`src/rtl/frame_strobe_sequencer_if.sv`:
```
// Configuration word stream: valid/ready handshake carrying 32-bit words.
interface frame_strobe_sequencer_if;
  logic [31:0] s_data;
  logic        s_valid;
  logic        s_ready;

  // Word source (testbench / upstream loader)
  modport master (
    output s_data,
    output s_valid,
    input  s_ready
  );

  // Word sink (sequencer)
  modport slave (
    input  s_data,
    input  s_valid,
    output s_ready
  );
endinterface

```
`src/rtl/frame_strobe_sequencer.sv`:
```
// Frame strobe sequencer: hunts for a sync word, decodes a column/frame/count
// header, loads NumRows row words per frame and pulses one strobe line per frame.
module frame_strobe_sequencer #(
  parameter int unsigned FrameBitsPerRow = 32,
  parameter int unsigned MaxFramesPerCol = 20,
  parameter int unsigned NumRows         = 2,
  parameter int unsigned NumColumns      = 4
) (
  input  logic                                    CLK,
  input  logic                                    RST,
  frame_strobe_sequencer_if.slave                 s_if,
  output logic [FrameBitsPerRow*NumRows-1:0]      FrameData,
  output logic [MaxFramesPerCol*NumColumns-1:0]   FrameStrobe,
  output logic                                    busy,
  output logic                                    err
);

  localparam int unsigned RowW    = FrameBitsPerRow;
  localparam int unsigned DataW   = FrameBitsPerRow * NumRows;
  localparam int unsigned StrobeW = MaxFramesPerCol * NumColumns;
  localparam int unsigned RowIdxW = (NumRows > 1) ? $clog2(NumRows) : 1;
  localparam logic [31:0] SyncWord = 32'hFAB0_FAB1;

  typedef enum logic [2:0] {
    ST_HUNT,
    ST_HEADER,
    ST_DATA,
    ST_SETUP,
    ST_STROBE,
    ST_HOLD
  } state_e;

  state_e               state_q, state_d;
  logic [7:0]           col_q, col_d;
  logic [7:0]           frame_q, frame_d;
  logic [7:0]           count_q, count_d;
  logic [RowIdxW-1:0]   row_q, row_d;
  logic [DataW-1:0]     data_q, data_d;
  logic [StrobeW-1:0]   strobe_q, strobe_d;
  logic                 err_q, err_d;
  logic                 ready_q, ready_d;
  logic                 busy_q, busy_d;

  logic [7:0]           hdr_col;
  logic [7:0]           hdr_frame;
  logic [7:0]           hdr_count;
  logic [8:0]           frame_inc;
  logic [7:0]           count_dec;

  assign hdr_col   = s_if.s_data[31:24];
  assign hdr_frame = s_if.s_data[23:16];
  assign hdr_count = s_if.s_data[7:0];

  // State register
  always_ff @(posedge CLK) begin
    if (RST) begin
      state_q <= ST_HUNT;
    end else begin
      state_q <= state_d;
    end
  end

  // Next state plus header/row bookkeeping; words are only taken in HUNT/HEADER/DATA
  always_comb begin
    state_d   = state_q;
    col_d     = col_q;
    frame_d   = frame_q;
    count_d   = count_q;
    row_d     = row_q;
    data_d    = data_q;
    err_d     = err_q;
    frame_inc = 9'(frame_q) + 9'd1;
    count_dec = count_q - 8'd1;

    case (state_q)
      ST_HUNT: begin
        if (s_if.s_valid && (s_if.s_data == SyncWord)) begin
          state_d = ST_HEADER;
        end
      end

      ST_HEADER: begin
        if (s_if.s_valid) begin
          if (hdr_count == 8'd0) begin
            state_d = ST_HUNT;
          end else if ((32'(hdr_col) >= NumColumns) ||
                       (32'(hdr_frame) >= MaxFramesPerCol)) begin
            err_d   = 1'b1;
            state_d = ST_HUNT;
          end else begin
            col_d   = hdr_col;
            frame_d = hdr_frame;
            count_d = hdr_count;
            row_d   = '0;
            state_d = ST_DATA;
          end
        end
      end

      ST_DATA: begin
        if (s_if.s_valid) begin
          for (int r = 0; r < NumRows; r++) begin
            if (row_q == RowIdxW'(r)) begin
              data_d[r*RowW +: RowW] = RowW'(s_if.s_data);
            end
          end
          if (row_q == RowIdxW'(NumRows - 1)) begin
            state_d = ST_SETUP;
          end else begin
            row_d = row_q + RowIdxW'(1);
          end
        end
      end

      ST_SETUP: begin
        state_d = ST_STROBE;
      end

      ST_STROBE: begin
        state_d = ST_HOLD;
      end

      ST_HOLD: begin
        count_d = count_dec;
        if (count_dec == 8'd0) begin
          state_d = ST_HUNT;
        end else begin
          frame_d = frame_inc[7:0];
          if (frame_inc == 9'(MaxFramesPerCol)) begin
            err_d   = 1'b1;
            state_d = ST_HUNT;
          end else begin
            row_d   = '0;
            state_d = ST_DATA;
          end
        end
      end

      default: begin
        state_d = ST_HUNT;
      end
    endcase
  end

  // Output decode from the upcoming state so every output lands in a flop
  always_comb begin
    strobe_d = '0;
    busy_d   = (state_d != ST_HUNT);
    ready_d  = (state_d == ST_HUNT) || (state_d == ST_HEADER) || (state_d == ST_DATA);
    if (state_d == ST_STROBE) begin
      for (int c = 0; c < NumColumns; c++) begin
        for (int f = 0; f < MaxFramesPerCol; f++) begin
          if ((col_q == 8'(c)) && (frame_q == 8'(f))) begin
            strobe_d[c*MaxFramesPerCol + f] = 1'b1;
          end
        end
      end
    end
  end

  // Datapath and output registers
  always_ff @(posedge CLK) begin
    if (RST) begin
      col_q    <= '0;
      frame_q  <= '0;
      count_q  <= '0;
      row_q    <= '0;
      data_q   <= '0;
      strobe_q <= '0;
      err_q    <= 1'b0;
      ready_q  <= 1'b1;
      busy_q   <= 1'b0;
    end else begin
      col_q    <= col_d;
      frame_q  <= frame_d;
      count_q  <= count_d;
      row_q    <= row_d;
      data_q   <= data_d;
      strobe_q <= strobe_d;
      err_q    <= err_d;
      ready_q  <= ready_d;
      busy_q   <= busy_d;
    end
  end

  assign FrameData   = data_q;
  assign FrameStrobe = strobe_q;
  assign busy        = busy_q;
  assign err         = err_q;
  assign s_if.s_ready = ready_q;

endmodule

```
`src/flat_wrapper.sv`:
```
// flat-port wrapper written by rule: the top's interface ports become plain ports
module frame_strobe_sequencer_flat 
#(
  parameter int unsigned FrameBitsPerRow = 32,
  parameter int unsigned MaxFramesPerCol = 20,
  parameter int unsigned NumRows         = 2,
  parameter int unsigned NumColumns      = 4
)
  (CLK, RST, FrameData, FrameStrobe, busy, err, s_if_s_data, s_if_s_valid, s_if_s_ready);
  frame_strobe_sequencer_if s_if_i ();
  input  logic CLK;
  input  logic RST;
  output logic [FrameBitsPerRow*NumRows-1:0] FrameData;
  output logic [MaxFramesPerCol*NumColumns-1:0] FrameStrobe;
  output logic busy;
  output logic err;
  input wire logic [$bits(s_if_i.s_data)-1:0] s_if_s_data;
  input wire logic [$bits(s_if_i.s_valid)-1:0] s_if_s_valid;
  output wire logic [$bits(s_if_i.s_ready)-1:0] s_if_s_ready;
  assign s_if_i.s_data = s_if_s_data;
  assign s_if_i.s_valid = s_if_s_valid;
  assign s_if_s_ready = s_if_i.s_ready;
  frame_strobe_sequencer #(.FrameBitsPerRow(FrameBitsPerRow), .MaxFramesPerCol(MaxFramesPerCol), .NumRows(NumRows), .NumColumns(NumColumns)) u_core (.CLK(CLK), .RST(RST), .s_if(s_if_i), .FrameData(FrameData), .FrameStrobe(FrameStrobe), .busy(busy), .err(err));
endmodule
```
`config.mk`:
```
export PLATFORM = sky130hd
export DESIGN_NAME = frame_strobe_sequencer_flat
export DESIGN_NICKNAME = d
export VERILOG_FILES = /design/src/rtl/frame_strobe_sequencer_if.sv /design/src/rtl/frame_strobe_sequencer.sv /design/src/flat_wrapper.sv
export SDC_FILE = /design/constraint.sdc
export NUM_CORES = 1
export LEC_CHECK = 0
export ABC_AREA = 1
export CORE_MARGIN = 2
export CORE_UTILIZATION = 62
export DETAILED_ROUTE_END_ITERATION = 6
export DONT_BUFFER_PORTS = 1
export GPL_TIMING_DRIVEN = 1
export PLACE_DENSITY = 0.78
export SLEW_MARGIN = 10
export SYNTH_ARGS = -nofsm -noshare
export SYNTH_HDL_FRONTEND = slang
export SYNTH_SLANG_ARGS = --single-unit
```
`constraint.sdc`:
```
create_clock -name CLK -period 2.28 [get_ports CLK]
set_clock_uncertainty 0.15 [all_clocks]
set_input_delay 0.684 -clock CLK [delete_from_list [all_inputs] [get_ports CLK]]
set_output_delay 0.684 -clock CLK [all_outputs]
set_load 0.01 [all_outputs]
```
-- Yosys cells after proc, flatten, opt, wreduce, memory -nomap -nowiden
Index checks and enable logic that the tools add are counted.
- flip-flop bits (word level): 175
- bits of input ports: 35
- output and inout bits: 147
- word-level logic and storage cells: 273
- $add $sub $neg: 3
- order comparisons: 2
- equality and inequality tests: 40
- multiplexer cells: 112
- bitwise operators: 4
- reduce and logical (&&, ||, !) cells: 101
- operators by type and width (kind ; number):
    1-bit 2-to-1 mux ; 92
    1-bit logical AND ; 81
    8-bit by 4-bit == test with 1-bit output (second input constant) ; 8
    8-bit 2-to-1 mux ; 7
    32-bit == test (second input constant) ; 1
    8-bit by 2-bit == test with 1-bit output (second input constant) ; 4
    8-bit by 3-bit == test with 1-bit output (second input constant) ; 4
    8-bit by 5-bit == test with 1-bit output (second input constant) ; 4
    8-bit logical NOT ; 4
    8-bit case mux with 2 select lines ; 2
    3-bit 2-to-1 mux ; 6
    3-bit case mux with 6 select lines ; 1
    8-bit by 1-bit == test with 1-bit output (second input constant) ; 2
    2-bit inequality test (second input constant) ; 6
    8-bit by 1-bit adder with 9-bit output (second input constant) ; 1
    3-bit by 2-bit == test with 1-bit output (second input constant) ; 3
    3-bit == test (second input constant) ; 3
    9-bit by 5-bit == test with 1-bit output (second input constant) ; 1
    8-bit by 3-bit greater-or-equal comparator with 1-bit output (second input constant) ; 1
    8-bit by 5-bit greater-or-equal comparator with 1-bit output (second input constant) ; 1
    4-bit AND reduction ; 2
    8-bit by 1-bit subtractor with 8-bit output (second input constant) ; 1
    7-bit AND reduction ; 1
    3-bit by 1-bit == test with 1-bit output (second input constant) ; 2
    14 further kinds ; 24

-- Depth between registers and ports, before layout
Gate-level depths: netlist of the first run.
- depth after elaboration: 9
- mapped depth: 16
- mapped depth without buffers: 15

-- Least setup slack after synthesis of the first run
OpenSTA, ideal clock, no wires.
- path type: input-to-reg
- from: input s_if_s_data[18]
- to: register u_core.count_q[0]
- arrival: 1694 ps
- setup slack: 311 ps
- cell stages on the path: 9
- path buffers: 1
- cell sequence: nor2_1 > nor2_1 > nor3_2 > o21ai_0 > nand2_2 > nand2_1 > buf_6 > o21ai_0 > a21oi_1
- cells in the longest elaborated chain, start to end: 4
- RTL lines (what ; line ; text):
    start: declaration ; flat_wrapper.sv:17 ; input wire logic [$bits(s_if_i.s_data)-1:0] s_if_s_data;
    8-bit by 5-bit greater-or-equal comparator with 1-bit output ; frame_strobe_sequencer.sv:87 ; (32'(hdr_frame) >= MaxFramesPerCol)) begin
    1-bit logical OR ; frame_strobe_sequencer.sv:86 ; end else if ((32'(hdr_col) >= NumColumns) ||
    2-bit inequality test (no source line) ; n/a ;
    4-bit AND reduction (no source line) ; n/a ;
    end signal: assignment ; frame_strobe_sequencer.sv:176 ; count_q <= count_d;
    end: declaration ; frame_strobe_sequencer.sv:36 ; logic [7:0] count_q, count_d;
Every way passes these cells.
A chain may end at the register's enable or synchronous reset.

-- Worst setup path after layout of the first run
- from: register u_core.count_q[0]
- to: register u_core.frame_q[7]
- cells in the longest elaborated chain, start to end: 4
- RTL lines (what ; line ; text):
    8-bit by 1-bit subtractor with 8-bit output ; frame_strobe_sequencer.sv:73 ; count_dec = count_q - 8'd1;
    8-bit logical NOT ; frame_strobe_sequencer.sv:125 ; if (count_dec == 8'd0) begin
    2-bit inequality test (no source line) ; n/a ;
    5-bit AND reduction (no source line) ; n/a ;
    end signal: assignment ; frame_strobe_sequencer.sv:175 ; frame_q <= frame_d;
    end: declaration ; frame_strobe_sequencer.sv:35 ; logic [7:0] frame_q, frame_d;
Every way passes these cells.

==> results.txt, run 1 <==
- Summed instance area of the synthesized netlist: between 6000 and 7000 um^2
* Max frequency: ~480 MHz
* Fill cell total of the finished layout: 802
- Count of cells resized by post-cts repair: 0
- Headroom to the max-slew limit came out at between 50% and 60%.
- The floorplan step set the die height to around 110 um.
- Counting stages on the worst path, the most repeated cell is sky130_fd_sc_hd__nand2_1.
- Most common library cell in the layout ignoring fill and taps: sky130_fd_sc_hd__nor2_1
- Pin placement for this block handled around 180 I/O pins.
- Type of the worst setup path: reg2reg
- OpenSTA, run right after detailed placement, puts the worst setup slack at -38.3 ps.
* Count of maximum capacitance violations: 0
* Syn Area/Cell: between 7 and 8 um^2
* Global Route met3 Usage: 10.5%
- PD cells: ~840 nW/um^2
- Once detailed placement completed, the half-perimeter wirelength came to 11.3 mm.
* Cell count of the worst reg-to-reg path: 13
- In this run the post-CTS setup repair buffer count came out at 0.
- Counting flops with a built-in enable in the synthesized netlist gives 0.
* Warning count from the yosys run: 0
- Seq. cell area: between 3000 and 4000 um^2
- Clock-pin slew was measured on the worst setup and hold paths at roughly 70 ps.
* Die extent in x: between 100 and 150 um
* Aggregate routed wire length: between 15 and 20 mm
- Total of buffers placed on input and output ports: 0
- For this design the static power due to leakage is 3.00 nW.
- Fin worst setup slack: about 210 ps
- Counting tap cells, the placed design contains a total of 926 instances.
* Final hold slack: approximately 57 ps
* Critical path depth in cells: 13
- Yosys cell types: 30
- Transition time at the pin with the least slew margin: roughly 690 ps
- After clock tree synthesis, the flow added hold-fix buffers numbering 0.
- Area of the die: ~11000 um^2
- Area occupied by multi-input gates: about 2400 um^2
- The tree built by TritonCTS fans out to around 180 sinks.
* Net total in the final layout: 850
- The floorplan has 37 rows.
- The most used flip-flop cell after synthesis is sky130_fd_sc_hd__dfxtp_1.
- Hold Crit Depth: 1
- Via density per instance: 5.54
* Starting DRC count in detailed routing: between 400 and 500
* Shortest period the worst path allows: about 2100 ps
- Initial core utilization: a little over three fifths
- Residual antenna-violating net count after detailed routing: 0
- Result of the run: finished clean
* Critical Path RT: 2560 ps
- The share of the Yosys chip area taken by registers is 54.8%.
- Min-delay worst type: in2reg
- For this run, the total global-route usage over all layers was measured as between 20 and 30%.
* Critical-path top delay cell: sky130_fd_sc_hd__dfxtp_1
- Setup repair after global routing left no endpoint under its margin.
- Entering global routing, the biggest net connects 48 pins.
* Ordered cell list for the critical path: inv_2, ha_1, inv_1, nor2_2, nand3_1, nand2_1, nand2_1, nor2_2, nand3_4, nand3_4, nand2_1, nand2_1, nor2_2
- The worst-case IR drop observed on VDD is roughly 0.53 mV.
* CP Capture Type: flip-flop
- Post-Syn Instances: a little over 800
- Floorplan Core Area: a little over 10000 um^2
- Global routing consumed, on the met1 layer, between 30% and 40% of the routing resources.
* Antenna diode count: 0
- CTS tree: done
- Vias in the first global route: approximately 5k
- Overall power: roughly 6.0 mW
- H-Tree Depth: 4
- Summed over all layers, the global routing overflow is 0.
- For this run, design rule violations remaining after detail routing come to 0.
* Highest-utilization routing layer at the global route stage: met2
- In this run the clock root is driven by a sky130_fd_sc_hd__clkbuf_8.
* Non-filler cells, final: between 900 and 1k
- TritonRoute pass-1 iters: 6
* Final hold violation count: 0
- Global routing consumed, on the met2 layer, between 40% and 50% of the routing resources.
- The worst setup path is launched from a flip-flop.
* Clock latency on the worst-skew pair: 540 ps
- The post-route netlist has 9.12% of its cells at a drive strength greater than 1.
- Dividing the final minimum period by the clock period gives 90.7%.
- In this design, the largest share of critical-path delay is due to simple AND/OR/NAND/NOR gates.
- From synthesis to final layout, the design area changed by 10.7%.
- Pins Over Slew Limit: 0
- Number of antenna violations at the first check in global routing: 0
- At the end of routability-driven placement, the weighted congestion stood at between 0.8 and 0.9.
- Buffers from clock root to sink, at most: 2
- Global-route wire length before repair: 25.3 mm
* Maximum single-stage delay on the critical path: 330 ps
- Data arrival time of the worst path: 2350 ps
- Top fanout value on the critical path: 14
- The routed layout has about 5.3k vias.
* Clock buffer count from CTS: 17
- Critical path buffers and inverters: 2
- R2r setup slk: between 200 and 250 ps
* Share of flip-flops with an asynchronous set or reset after synthesis: 0%
* Commonest cells after routing, fill and taps aside: sky130_fd_sc_hd__nor2_1, sky130_fd_sc_hd__dfxtp_1, sky130_fd_sc_hd__nand2_1, sky130_fd_sc_hd__o21ai_0, sky130_fd_sc_hd__inv_1
- Final setup violating endpoints: 0
- Number of flip-flops and latches in the synthesized netlist: 175
* Average routed wire per standard cell: approximately 17 um
- Synthesized net count: 855
==> worst register-to-register path: stages (launching register included) <==
cell and delay (ps):
sky130_fd_sc_hd__dfxtp_1 330, sky130_fd_sc_hd__inv_2 130, sky130_fd_sc_hd__ha_1 170, sky130_fd_sc_hd__inv_1 50, sky130_fd_sc_hd__nor2_2 200, sky130_fd_sc_hd__nand3_1 120, sky130_fd_sc_hd__nand2_1 80, sky130_fd_sc_hd__nand2_1 80
sky130_fd_sc_hd__nor2_2 170, sky130_fd_sc_hd__nand3_4 130, sky130_fd_sc_hd__nand3_4 170, sky130_fd_sc_hd__nand2_1 80, sky130_fd_sc_hd__nand2_1 70, sky130_fd_sc_hd__nor2_2 40
==> layout make-up <==
| class | count | area share, % |
|---|---|---|
| inverter | 83 | 4.40 |
| multi-input combinational | 521 | 34.2 |
| sequential | 175 | 49.5 |
| tap | 136 | 2.41 |
| timing repair buffer | 11 | 1.34 |
| clock buffer | 18 | 6.05 |
| clock inverter | 14 | 2.09 |
==> synthesized netlist by cell type (all sizes together) (5+ instances only) <==
cell | count | area (um^2)
nor2 | 229 | 910
dfxtp | 175 | 3500
nand2 | 93 | 367
o21ai | 85 | 429
inv | 83 | 312
a21oi | 43 | 215
nand3 | 29 | 170
clkbuf | 26 | 97.6
nor3 | 13 | 75.1
nand4 | 12 | 75.1
buf | 9 | 66.3
ha | 6 | 75.1
xor2 | 5 | 43.8
==> state kept, by name, indices dropped and copies added, names as in the netlist <==
| name | flops |
|---|---|
| u_core.FrameData | 64 |
| u_core.FrameStrobe | 80 |
| u_core.state_q | 3 |
| u_core.busy | 1 |
| u_core.err | 1 |
| u_core.row_q | 1 |
| u_core.count_q | 8 |
| u_core.col_q | 8 |
| u_core.s_if.s_ready | 1 |
| u_core.frame_q | 8 |
==> report_power, final <==
| group | internal, mW | total [mW] | switching [mW] |
|---|---|---|---|
| Sequential | 3.05 | 3.05 | 0.0000000000546 |
| Combinational | 0.0214 | 0.0708 | 0.0494 |
| Clock | 1.52 | 2.83 | 1.30 |
==> path summary, 6_finish.rpt <==
| path | from | end |
|---|---|---|
| min | RST | u_core.count_q[2] |
| max | u_core.count_q[0] | u_core.frame_q[7] |
| min reg2reg | u_core.col_q[6] | u_core.col_q[6] |
| max reg2reg | u_core.count_q[0] | u_core.frame_q[7] |
==> cells by family after synthesis <==
kind of cell / synth area share (%)
AND/OR/NAND/NOR: 25.1
flip-flops: 54.8
AO/OA/AOI/OAI: 10.7
buffers and inverters: 7.44
adder cells (fa/ha/maj): 1.17
XOR/XNOR: 0.685
multiplexers: 0.157
==> metrics by stage <==
step / utilization, % / TNS (ps) / instance area [um^2]
2_1_floorplan: - / 0 / 6390
4_1_cts: 69.4 / 0 / 7070
3_3_place_gp: 63.7 / 0 / 6490
6_report: 69.4 / 0 / 7070
3_5_place_dp: 63.7 / -142 / 6490
5_1_grt: 69.4 / 0 / 7070
==> metal layers <==
metal	vias up	share of wire, %
li1	2553	-
met1	2419	40
met2	285	47
met3	50	10
met4	0	3.3
met5	-	0
No activity file was read; power rests on OpenSTA's default activity.
==> inputs of run 2 (changes only) <==
Settings changed: CTS_CLUSTER_DIAMETER set to 60, GPL_ROUTABILITY_DRIVEN set to 0.
==> results of run 2 <==
The final DEF is identical to that of run 1; final timing and power are the same.
==> inputs of run 3 (changes only) <==
Settings changed: CORE_UTILIZATION 62 to 56, CTS_CLUSTER_DIAMETER 60 to 120, PLACE_DENSITY 0.78 to 0.74.
Clock period 2.28 ns to 1.7 ns, I/O delays scaled along.
==> run 3 against run 2 <==
The run now ends with negative setup slack left. Hold slack worse by 9.9 ps. Via count grew 6.7%. Combinational power grew 75%. Critical endpoint is now u_core.frame_q[5]. Critical path depth is the same. Global-route usage shrank 2.3 points. Die area increased by 10%. Non-clock buffer count up 61. Core utilization up 2.3 points.
==> results.txt, run 3 (synthesis gave the netlist of run 1 again) <==
- Final hold violation count: 0 (unchanged)
- Result of the run: finished with violations (was finished clean)
- Cell at the root of the clock tree: sky130_fd_sc_hd__clkbuf_16 (was sky130_fd_sc_hd__clkbuf_8)
* Post-detailed-route DRC marker count: 0 (unchanged)
* Critical Path RT: 1880 ps (was 2560 ps)
* Clock slew at the register clock pins of the worst setup and hold paths: 70 ps (about the same)
- The net count of the finished layout came to 914 (was 850).
- The aggregate global-route resource usage was 26.5% (was 28.8%).
- Number of antenna violations at the first check in global routing: 0 (unchanged)
- Violated checks: negative setup slack
* Layout Utilization: 71.7% (was 69.4%)
- The quantity of I/O buffers inserted on ports came to 0 (unchanged).
* Residual antenna-violating net count after detailed routing: 0 (unchanged)
- Number of placement rows: 39 (was 37)
- Fin worst setup slack: -149 ps (was 211 ps)
* Clock buffer count from CTS: 17 (unchanged)
- TritonRoute pass-1 iters: 5 (was 6)
- CP Capture Type: flip-flop (unchanged)
* Worst slack after detailed placement: -294 ps (was -38.3 ps)
* Worst setup path startpoint: u_core.count_q[1] (was u_core.count_q[0])
- CP Capture Point: u_core.frame_q[5] (was u_core.frame_q[7])
- The detail-routed via count per cell came to 5.50 (was 5.54).
- Data arrival time of the worst path: 2030 ps (was 2350 ps)
- The launch point of the worst reg-to-reg path was u_core.count_q[1] (was u_core.count_q[0]).
- The count of inserted antenna diode cells was 0 (unchanged).
* Pins Over Slew Limit: 0 (unchanged)
* Critical path buffers and inverters: 2 (unchanged)
- Count of maximum capacitance violations: 0 (unchanged)
- Element type at the critical path start: flip-flop (unchanged)
* HPWL reported at the end of detailed placement: 11.8 mm (was 11.3 mm)
* Relative slew margins: 73.3% (was 54.0%)
- The overall overflow remaining after global route was 0 (unchanged).
* Area Growth Syn to Fin: 26.5% (was 10.7%)
- The reg-to-reg endpoint is u_core.frame_q[5] (was u_core.frame_q[7]).
- Max frequency: 541 MHz (was 483 MHz)
- Ordered cell list for the critical path: inv_2, ha_4, inv_4, nor2_4, nand3_1, nand2_1, nand2_2, nor2_4, nand3_4, nand3_4, nand2_2, nand2_1, nor2_1 (was inv_2, ha_1, inv_1, nor2_2, nand3_1, nand2_1, nand2_1, nor2_2, nand3_4, nand3_4, nand2_1, nand2_1, nor2_2).
* Cell count of the worst reg-to-reg path: 13 (unchanged)
* R2r setup slk: -150 ps (was 210 ps)
* Transition time at the pin with the least slew margin: 400 ps (was 689 ps)
- The average wire length per cell after detail routing was 17.8 um (was 16.8 um).
- The pin count of the biggest net entering global routing was 51 (was 48).
- Type of the worst setup path: reg2reg (unchanged)
- Area of the die: 12300 um^2 (was 11100 um^2)
- Commonest cells after routing, fill and taps aside: sky130_fd_sc_hd__nor2_1, sky130_fd_sc_hd__dfxtp_1, sky130_fd_sc_hd__nand2_1, sky130_fd_sc_hd__o21ai_0, sky130_fd_sc_hd__inv_1 (unchanged).
* LEAKAGE: 3.40 nW (was 3.00 nW)
- Global-route wire length before repair: 26.1 mm (was 25.3 mm)
- The CTS sink count was 175 (unchanged).
* CTS tree: done (unchanged)
- Fraction of final layout cells with drive strength greater than 1: 23.5% (was 9.12%)
- The height of the die is 111 um (was 106 um).
- Final setup violating endpoints: 40 (was 0)
* PD cells: 1030 nW/um^2 (was 841 nW/um^2)
* Most common library cell in the layout ignoring fill and taps: sky130_fd_sc_hd__nor2_1 (unchanged)
* Flip-flop count of the largest register, all copies and words added: 80 (unchanged)
* Starting DRC count in detailed routing: 460 (was 406)
* Overall power: 8.32 mW (was 5.95 mW)
- The cell with the largest stage delay on the worst path is sky130_fd_sc_hd__dfxtp_2 (was sky130_fd_sc_hd__dfxtp_1).
- The critical-path maximum fanout is 7 (was 14).
* Aggregate routed wire length: 18.3 mm (was 16.1 mm)
* Shortest period the worst path allows: 1850 ps (was 2070 ps)
- RSZ-0062 raised after global routing: true (was false)
- Worst min-delay path startpoint: s_if_s_data[9] (was RST)
* Clock latency on the worst-skew pair: 430 ps (was 540 ps)
- Min-delay worst type: in2reg (unchanged)
* H-Tree Depth: 4 (unchanged)
- The number of I/O pins was 182 (unchanged).
- Final Cycle Share: 109% (was 90.7%)
- The number of global-route vias before repair was 5378 (was 5069).
- The effective utilization at floorplan is 56.7% (was 62.8%).
- The maximum number of buffers from clock root to sink came to 2 (unchanged).
- Die extent in x: 111 um (was 106 um)
- Critical path depth in cells: 13 (unchanged)
* Cell family contributing the most delay on the critical path: simple AND/OR/NAND/NOR gates (unchanged)
- Floorplan Core Area: 11300 um^2 (was 10200 um^2)
- Maximum vdd drop: 0.960 mV (was 0.531 mV)
- Number of vias in the routed layout: 5661 (was 5307)
* Maximum single-stage delay on the critical path: 330 ps (about the same)
[run 3: cell types whose count changed in the layout (fill, tap and decap cells not counted), sizes merged]
cell and change:
clkinv +1, dlygate4sd3 +1, nand3 +1, buf +54, clkbuf +5, inv -1, clkinvlp +1, bufinv +2
[run 3: repair_timing]
action                                  4_1_cts  5_1_grt
buffers inserted                              2       14
pin swaps                                    10       10
gates cloned                                  1        9
endpoints found under the setup margin       52      112
endpoints found under the hold margin         4        0
resized for setup                            12       85
hold buffers                                  1        0
[run 3: worst reg2reg max path: cells and delay by family, from the launching register on]
| family | cells | cell delay [ps] |
|---|---|---|
| flip-flops | 1 | 330 |
| buffers and inverters | 2 | 100 |
| AND/OR/NAND/NOR | 10 | 1010 |
| adder cells (fa/ha/maj) | 1 | 130 |
[run 3: layer usage]
metal	up-vias	global-route usage [%]	wire length, um
li1	2690	-	-
met3	52	8.86	1780
met4	0	9.83	548
met2	308	46.5	9020
met5	-	0	0
met1	2611	29.9	6910
[run 3: how the worst min path moves through the flow]
stage / end / slack (ps) / depth (start not counted)
after floorplan: u_core.col_q[6] / 290 / 2
after global placement: u_core.col_q[6] / 290 / 2
after detailed placement: u_core.col_q[2] / 300 / 2
after CTS: u_core.state_q[0] / 30 / 1
after global routing: u_core.state_q[0] / 50 / 1
final: u_core.FrameData[9] / 50 / 2
[run 3: area by class of cell]
| class | count | area, um^2 |
|---|---|---|
| Multi-Input combinational cell | 522 | 2690 |
| Timing Repair inverter | 2 | 15.0 |
| Inverter | 83 | 325 |
| Clock buffer | 17 | 425 |
| Sequential cell | 175 | 3510 |
| Tap cell | 143 | 179 |
| Clock inverter | 15 | 198 |
| Fill cell | 838 | 3190 |
| Timing Repair Buffer | 72 | 739 |
[run 3: power by group]
part	total, mW	internal [mW]	leakage, nW	switching (mW)
sequential	4.10	4.10	1.41	0.0000000000791
clock	4.10	2.37	0.299	1.73
combinational	0.124	0.0485	1.69	0.0757
[run 3: stage by stage]
step	TNS, ps	hold WS, ps	cell area (um^2)	cells
CTS	-1600	28.9	7580	1009
finish	-2160	47.2	8090	1029
floorplan	-337	286	6440	814
global placement	-2910	290	6880	973
detailed placement	-4880	297	6880	973
global route	-7240	49.9	8090	1029
